## src/rtl/fifo_read_drain.sv

```systemverilog
// fifo_read_drain: read-side consumer of the dual-clock FIFO (ClkRead domain only).
// Latency: READ_LATENCY+1 cycles from the first pop to outValid, then one byte per cycle.
// Backpressure: pops are issued only while buffer credit covers every in-flight byte,
//   so outReady=0 stalls the FIFO instead of dropping data.
// Optional: define SEQ_CHECK_EN to add the sticky seqErr output (incrementing-byte checker).
// Ports: ClkRead/reset (async, active-high); drainEn enables popping;
//   fifoEmpty/fifoRead/fifoData form the FIFO read port;
//   outValid/outReady/outData form the downstream stream;
//   busy flags outstanding work; popCount counts pops modulo 2^COUNT_WIDTH.
module fifo_read_drain #(
    parameter int DATA_WIDTH   = 8,
    parameter int READ_LATENCY = 1,
    parameter int COUNT_WIDTH  = 16
) (
    input  logic                   ClkRead,
    input  logic                   reset,
    input  logic                   drainEn,
    input  logic                   fifoEmpty,
    output logic                   fifoRead,
    input  logic [DATA_WIDTH-1:0]  fifoData,
    output logic                   outValid,
    input  logic                   outReady,
    output logic [DATA_WIDTH-1:0]  outData,
    output logic                   busy,
    output logic [COUNT_WIDTH-1:0] popCount
`ifdef SEQ_CHECK_EN
    ,
    output logic                   seqErr
`endif
);

    localparam int DEPTH = READ_LATENCY + 1;
    localparam int PW    = (DEPTH > 1) ? $clog2(DEPTH) : 1;
    localparam int OW    = $clog2(DEPTH + 1);
    // Headroom so occupancy + in-flight never wraps in the credit sum.
    localparam int SW    = OW + 2;

    typedef enum logic [1:0] {S_IDLE, S_RUN, S_STOP} state_t;

    state_t                   r_state;
    state_t                   w_state_nxt;
    logic [READ_LATENCY-1:0]  r_pipe;
    logic [READ_LATENCY-1:0]  w_pipe_nxt;
    logic [DATA_WIDTH-1:0]    r_buf [DEPTH];
    logic [PW-1:0]            r_wr;
    logic [PW-1:0]            r_rd;
    logic [OW-1:0]            r_occ;
    logic [DATA_WIDTH-1:0]    r_last;
    logic [COUNT_WIDTH-1:0]   r_pop_cnt;
    logic [SW-1:0]            w_inflight;
    logic [SW-1:0]            w_credit;
    logic                     w_cap;
    logic                     w_deq;

    // The oldest pop reaches the top of the pipe exactly when its data is on fifoData.
    assign w_cap = r_pipe[READ_LATENCY-1];
    assign w_deq = outValid && outReady;

    always_comb begin
        w_inflight = '0;
        for (int i = 0; i < READ_LATENCY; i++) begin
            w_inflight = w_inflight + SW'(r_pipe[i]);
        end
    end

    always_comb begin
        w_pipe_nxt    = '0;
        w_pipe_nxt[0] = fifoRead;
        for (int i = 1; i < READ_LATENCY; i++) begin
            w_pipe_nxt[i] = r_pipe[i-1];
        end
    end

    // A slot freed by this cycle's dequeue may be reused by this cycle's pop,
    // which keeps the stream bubble-free with a buffer of only DEPTH entries.
    assign w_credit = SW'(r_occ) + w_inflight - SW'(w_deq);

    // ---------------- FSM: state register ----------------
    always_ff @(posedge ClkRead or posedge reset) begin
        if (reset) begin
            r_state <= S_IDLE;
        end else begin
            r_state <= w_state_nxt;
        end
    end

    // ---------------- FSM: next state ----------------
    always_comb begin
        w_state_nxt = r_state;
        case (r_state)
            S_IDLE: if (drainEn) w_state_nxt = S_RUN;
            S_RUN:  if (!drainEn) w_state_nxt = S_STOP;
            S_STOP: if (w_inflight == '0) w_state_nxt = drainEn ? S_RUN : S_IDLE;
            default: w_state_nxt = S_IDLE;
        endcase
    end

    // ---------------- FSM: outputs ----------------
    always_comb begin
        fifoRead = (r_state == S_RUN) && !fifoEmpty && (w_credit < SW'(DEPTH));
        busy     = (w_inflight != '0) || (r_occ != '0) || (r_state == S_STOP);
    end

    // ---------------- datapath ----------------
    always_ff @(posedge ClkRead or posedge reset) begin
        if (reset) begin
            r_pipe    <= '0;
            r_wr      <= '0;
            r_rd      <= '0;
            r_occ     <= '0;
            r_last    <= '0;
            r_pop_cnt <= '0;
            for (int i = 0; i < DEPTH; i++) begin
                r_buf[i] <= '0;
            end
        end else begin
            r_pipe <= w_pipe_nxt;
            if (fifoRead) begin
                r_pop_cnt <= r_pop_cnt + COUNT_WIDTH'(1);
            end
            if (w_cap) begin
                r_buf[r_wr] <= fifoData;
                r_wr        <= (r_wr == PW'(DEPTH - 1)) ? '0 : r_wr + PW'(1);
            end
            if (w_deq) begin
                r_last <= r_buf[r_rd];
                r_rd   <= (r_rd == PW'(DEPTH - 1)) ? '0 : r_rd + PW'(1);
            end
            case ({w_cap, w_deq})
                2'b10:   r_occ <= r_occ + OW'(1);
                2'b01:   r_occ <= r_occ - OW'(1);
                default: r_occ <= r_occ;
            endcase
        end
    end

    assign outValid = (r_occ != '0);
    // When empty, keep showing the last byte handed downstream.
    assign outData  = outValid ? r_buf[r_rd] : r_last;
    assign popCount = r_pop_cnt;

`ifdef SEQ_CHECK_EN
    logic                  r_seeded;
    logic [DATA_WIDTH-1:0] r_expect;
    logic                  r_seq_err;

    // r_expect holds the previous dequeued byte; the next one must be that plus one.
    always_ff @(posedge ClkRead or posedge reset) begin
        if (reset) begin
            r_seeded  <= 1'b0;
            r_expect  <= '0;
            r_seq_err <= 1'b0;
        end else if (w_deq) begin
            r_seeded <= 1'b1;
            r_expect <= outData;
            if (r_seeded && (outData != r_expect + DATA_WIDTH'(1))) begin
                r_seq_err <= 1'b1;
            end
        end
    end

    assign seqErr = r_seq_err;
`endif

endmodule

```

## config.mk

```make
export PLATFORM = sky130hd
export DESIGN_NAME = fifo_read_drain
export DESIGN_NICKNAME = d
export VERILOG_FILES = /design/src/rtl/fifo_read_drain.sv
export SDC_FILE = /design/constraint.sdc
export NUM_CORES = 1
export LEC_CHECK = 0
export BUFFER_PORTS_ARGS = -buffer_cell sky130_fd_sc_hd__buf_2
export CAP_MARGIN = 20
export CORE_MARGIN = 2
export CORE_UTILIZATION = 40
export DETAILED_ROUTE_END_ITERATION = 8
export PLACE_DENSITY = 0.65
export SLEW_MARGIN = 20
export SYNTH_ARGS = -nofsm -noshare
export SYNTH_HDL_FRONTEND = slang
export SYNTH_SLANG_ARGS = --single-unit
```

## constraint.sdc

```tcl
create_clock -name ClkRead -period 4.9 [get_ports ClkRead]
set_input_delay 0.98 -clock ClkRead [delete_from_list [all_inputs] [get_ports ClkRead]]
set_output_delay 0.98 -clock ClkRead [all_outputs]
set_load 0.01 [all_outputs]
```

==> summary.txt <==
Place
  – Post-DP HPWL: 2650 um
  – Placement Cell Area: 2370 um^2
  – Port bufs: 39
  – Pre-CTS setup slack: 0.522 ns
  – GP Congestion: 0.731

Final layout
  – Layout cells sized above 1: 32.3%
  – Final Cell Area: 2490 um^2
  – Fill cells: 489
  – Area delta synth->final: 18.3%
  – Net count, final: 234
  – # diodes: 0

Global routing
  – Pin count of the biggest net entering global routing: 48
  – Gr ovfl total: 0
  – Global Route Usage Sum: 13.9%
  – Number of global-route vias before repair: 1,388
  – Initial antenna violation count: 0
  – First-pass GRT wire length: 6510 um

STA
  – Worst Tran Pin Value: 0.964 ns
  – Tcrit/Tclk final: 91.9%
  – RSZ-0062 raised after global routing: false
  – Final Hold Fails: 0
  – Setup ws final: 0.398 ns
  – Setup violators final: 0
  – Max Clock Freq: 222 MHz
  – Layout Skew: 0.00351 ns
  – Hold slack final: 0.467 ns
  – Fin. max-slew vios: 0
  – Slew HR: 35.7%
  – Minimum clock period: 4.50 ns
  – Setup tns final: 0 ns

Synth
  – Async SR Flop Fraction: 100%
  – Yosys Warn Count: 0
  – Average cell area after synthesis: 11.8 um^2
  – Number of synthesized register bits: 47
  – Post-synth net total: 193
  – Largest cells by area after synthesis: dfrtp_1 (56%), mux2_2 (9.1%), xnor2_1 (5.8%), mux2i_1 (4.3%), nand2_1 (3.0%)
  – Mapped Cells: 178
  – Top cell type by total area after synthesis: dfrtp_1
  – EDFF count, synth: 0
  – Seq/Total Area, Yosys: 55.8%
  – Most numerous cell in the Yosys netlist: dfrtp_1
  – Netlist Area Pre-Place: 2110 um^2
  – Primary FF master, synth: dfrtp_1
  – Most frequent cells after synthesis: dfrtp_1 (47), mux2_2 (17), nand2_1 (17)
  – Yosys top cell area share: 55.8%
  – Synth unique cells: 28

Clock network
  – Postcts setup bufs: 0
  – Clock sink total: 47
  – Bufs on Longest Clock Path: 2
  – Post-CTS resize count: 0
  – H-Tree Depth: 2
  – Root Buffer: clkbuf_8
  – Hold-fix buffers, CTS: 0
  – Clock Pin Slew Worst Setup and Hold Paths: 0.09 ns
  – CTS tree: yes
  – Cts bufs inserted: 5
  – Latest clock arrival within the worst-skew pair: 0.29 ns

Setup path
  – Critical Path End Type: output port
  – CP max FO: 19
  – CP Launch Type: flip-flop
  – WS Path Type: reg -> out
  – Req. time, crit path: 3.92 ns
  – Worst EP arrival: 3.52 ns

Floorplanning
  – Die H: 76.6 um
  – Core outline area: 5110 um^2
  – Top-level port count: 40
  – FP Rows: 26
  – Initial Util: 41.3%
  – Die ar.: 5860 um^2
  – Die X: 76.6 um

Pwr
  – Leak Pwr: 1.18 nW
  – VDD IR max: 0.311 mV
  – Cell Pwr Density: 567 nW/um^2

Route
  – WL final: 3800 um
  – Routed WL per cell: 13.1 um
  – Routed Antenna Nets: 0
  – Via Count: 1,433
  – Vias/cell: 4.94
  – DRC viols: 0
  – DRT iter0 DRCs: 59
  – Drt pass-1 iters: 5

Worst hold path
  – Worst hold path class: reg -> reg

Status
  – Run status: finished, final reports clean

Job
  – Number of max-cap violations: 0
-- metrics by stage --
stage,cells,util (%),power [mW]
CTS,290,48.8,1.43
floorplan,178,-,0.975
detailed placement,282,46.5,1.14
finish,290,48.8,1.41
global route,290,48.8,1.52
global placement,282,46.5,1.12
-- routing by layer --
| metal | GRT usage [%] | vias to the layer above | routed length (um) |
|---|---|---|---|
| met2 | 22.5 | 40 | 1770 |
| met3 | 3.44 | 5 | 206 |
| li1 | - | 695 | - |
| met5 | 0 | - | 0 |
| met4 | 4.73 | 0 | 46 |
| met1 | 18.2 | 693 | 1780 |
-- cell type report --
class	count	area (um^2)	share of cell area [%]
sequential	47	1180	47.2
multi-input combinational	122	897	36.0
timing repair buffer	40	203	8.13
tap	70	87.6	3.51
clock buffer	6	82.6	3.31
clock inverter	2	35.0	1.41
inverter	3	11.3	0.452
-- sequential cells by signal, summed over array words and instances (netlist names) --
| signal | flops |
|---|---|
| popCount | 16 |
| r_last | 8 |
| r_occ | 2 |
| r_buf | 16 |
| r_pipe | 1 |
| r_state | 2 |
| r_wr | 1 |
| r_rd | 1 |
-- critical path: stages (launching register included) --
cell     delay [ns]
dfrtp_1        0.43
or2_2          0.44
nand2_1        0.31
mux2i_1        0.17
and2_1         0.20
fa_1           0.45
or4b_4         0.58
nor2_1         0.42
buf_2          0.22
-- power by group --
group	total, mW	internal (mW)	switching [mW]
Sequential	0.634	0.522	0.112
Clock	0.293	0.165	0.127
Combinational	0.487	0.238	0.248
Total	1.41	0.926	0.487
-- cell usage in the layout, fill, tap and decap left out, types with 2 or more instances in the layout --
cell and count:
inv_1 2, buf_2 39, or2_2 2, nand2b_1 2
and4_1 2, xnor2_1 14, nand2_1 17, dfrtp_1 47
mux2_2 17, a21oi_1 9, nor4_4 2, clkbuf_8 6
o21ai_0 11, xor2_1 5, nor2_1 10, and2_1 2
mux2i_1 9, nand3_1 6, nand4_1 5
-- path summary, 6_finish.rpt --
path / start / endpoint / slack (ns) / cells after the start
hold / removal: popCount[15] / popCount[15] / 0.47 / 1
hold reg to reg: popCount[15] / popCount[15] / 0.47 / 1
setup reg to reg: r_occ[0] / popCount[1] / 1.40 / 8
max in group asynchronous: reset / r_buf[7] / 3.40 / 2
setup / recovery: r_occ[0] / fifoRead / 0.40 / 8
min in group asynchronous: reset / r_last[1] / 0.89 / 2
-- logic make-up (layout without fill, tap and decap cells) --
| kind of cell | after synthesis | after routing | synth area share, % |
|---|---|---|---|
| buffers and inverters | 9 | 51 | 1.60 |
| and+or+nand+nor | 54 | 54 | 14.5 |
| DFF | 47 | 47 | 55.8 |
| AOI/OAI and AO/OA | 21 | 21 | 5.23 |
| adders and majority gates | 2 | 2 | 1.54 |
| muxes | 26 | 26 | 13.4 |
| xor gates and xnor gates | 19 | 19 | 7.90 |
No activity file was read; power rests on OpenSTA's default activity.
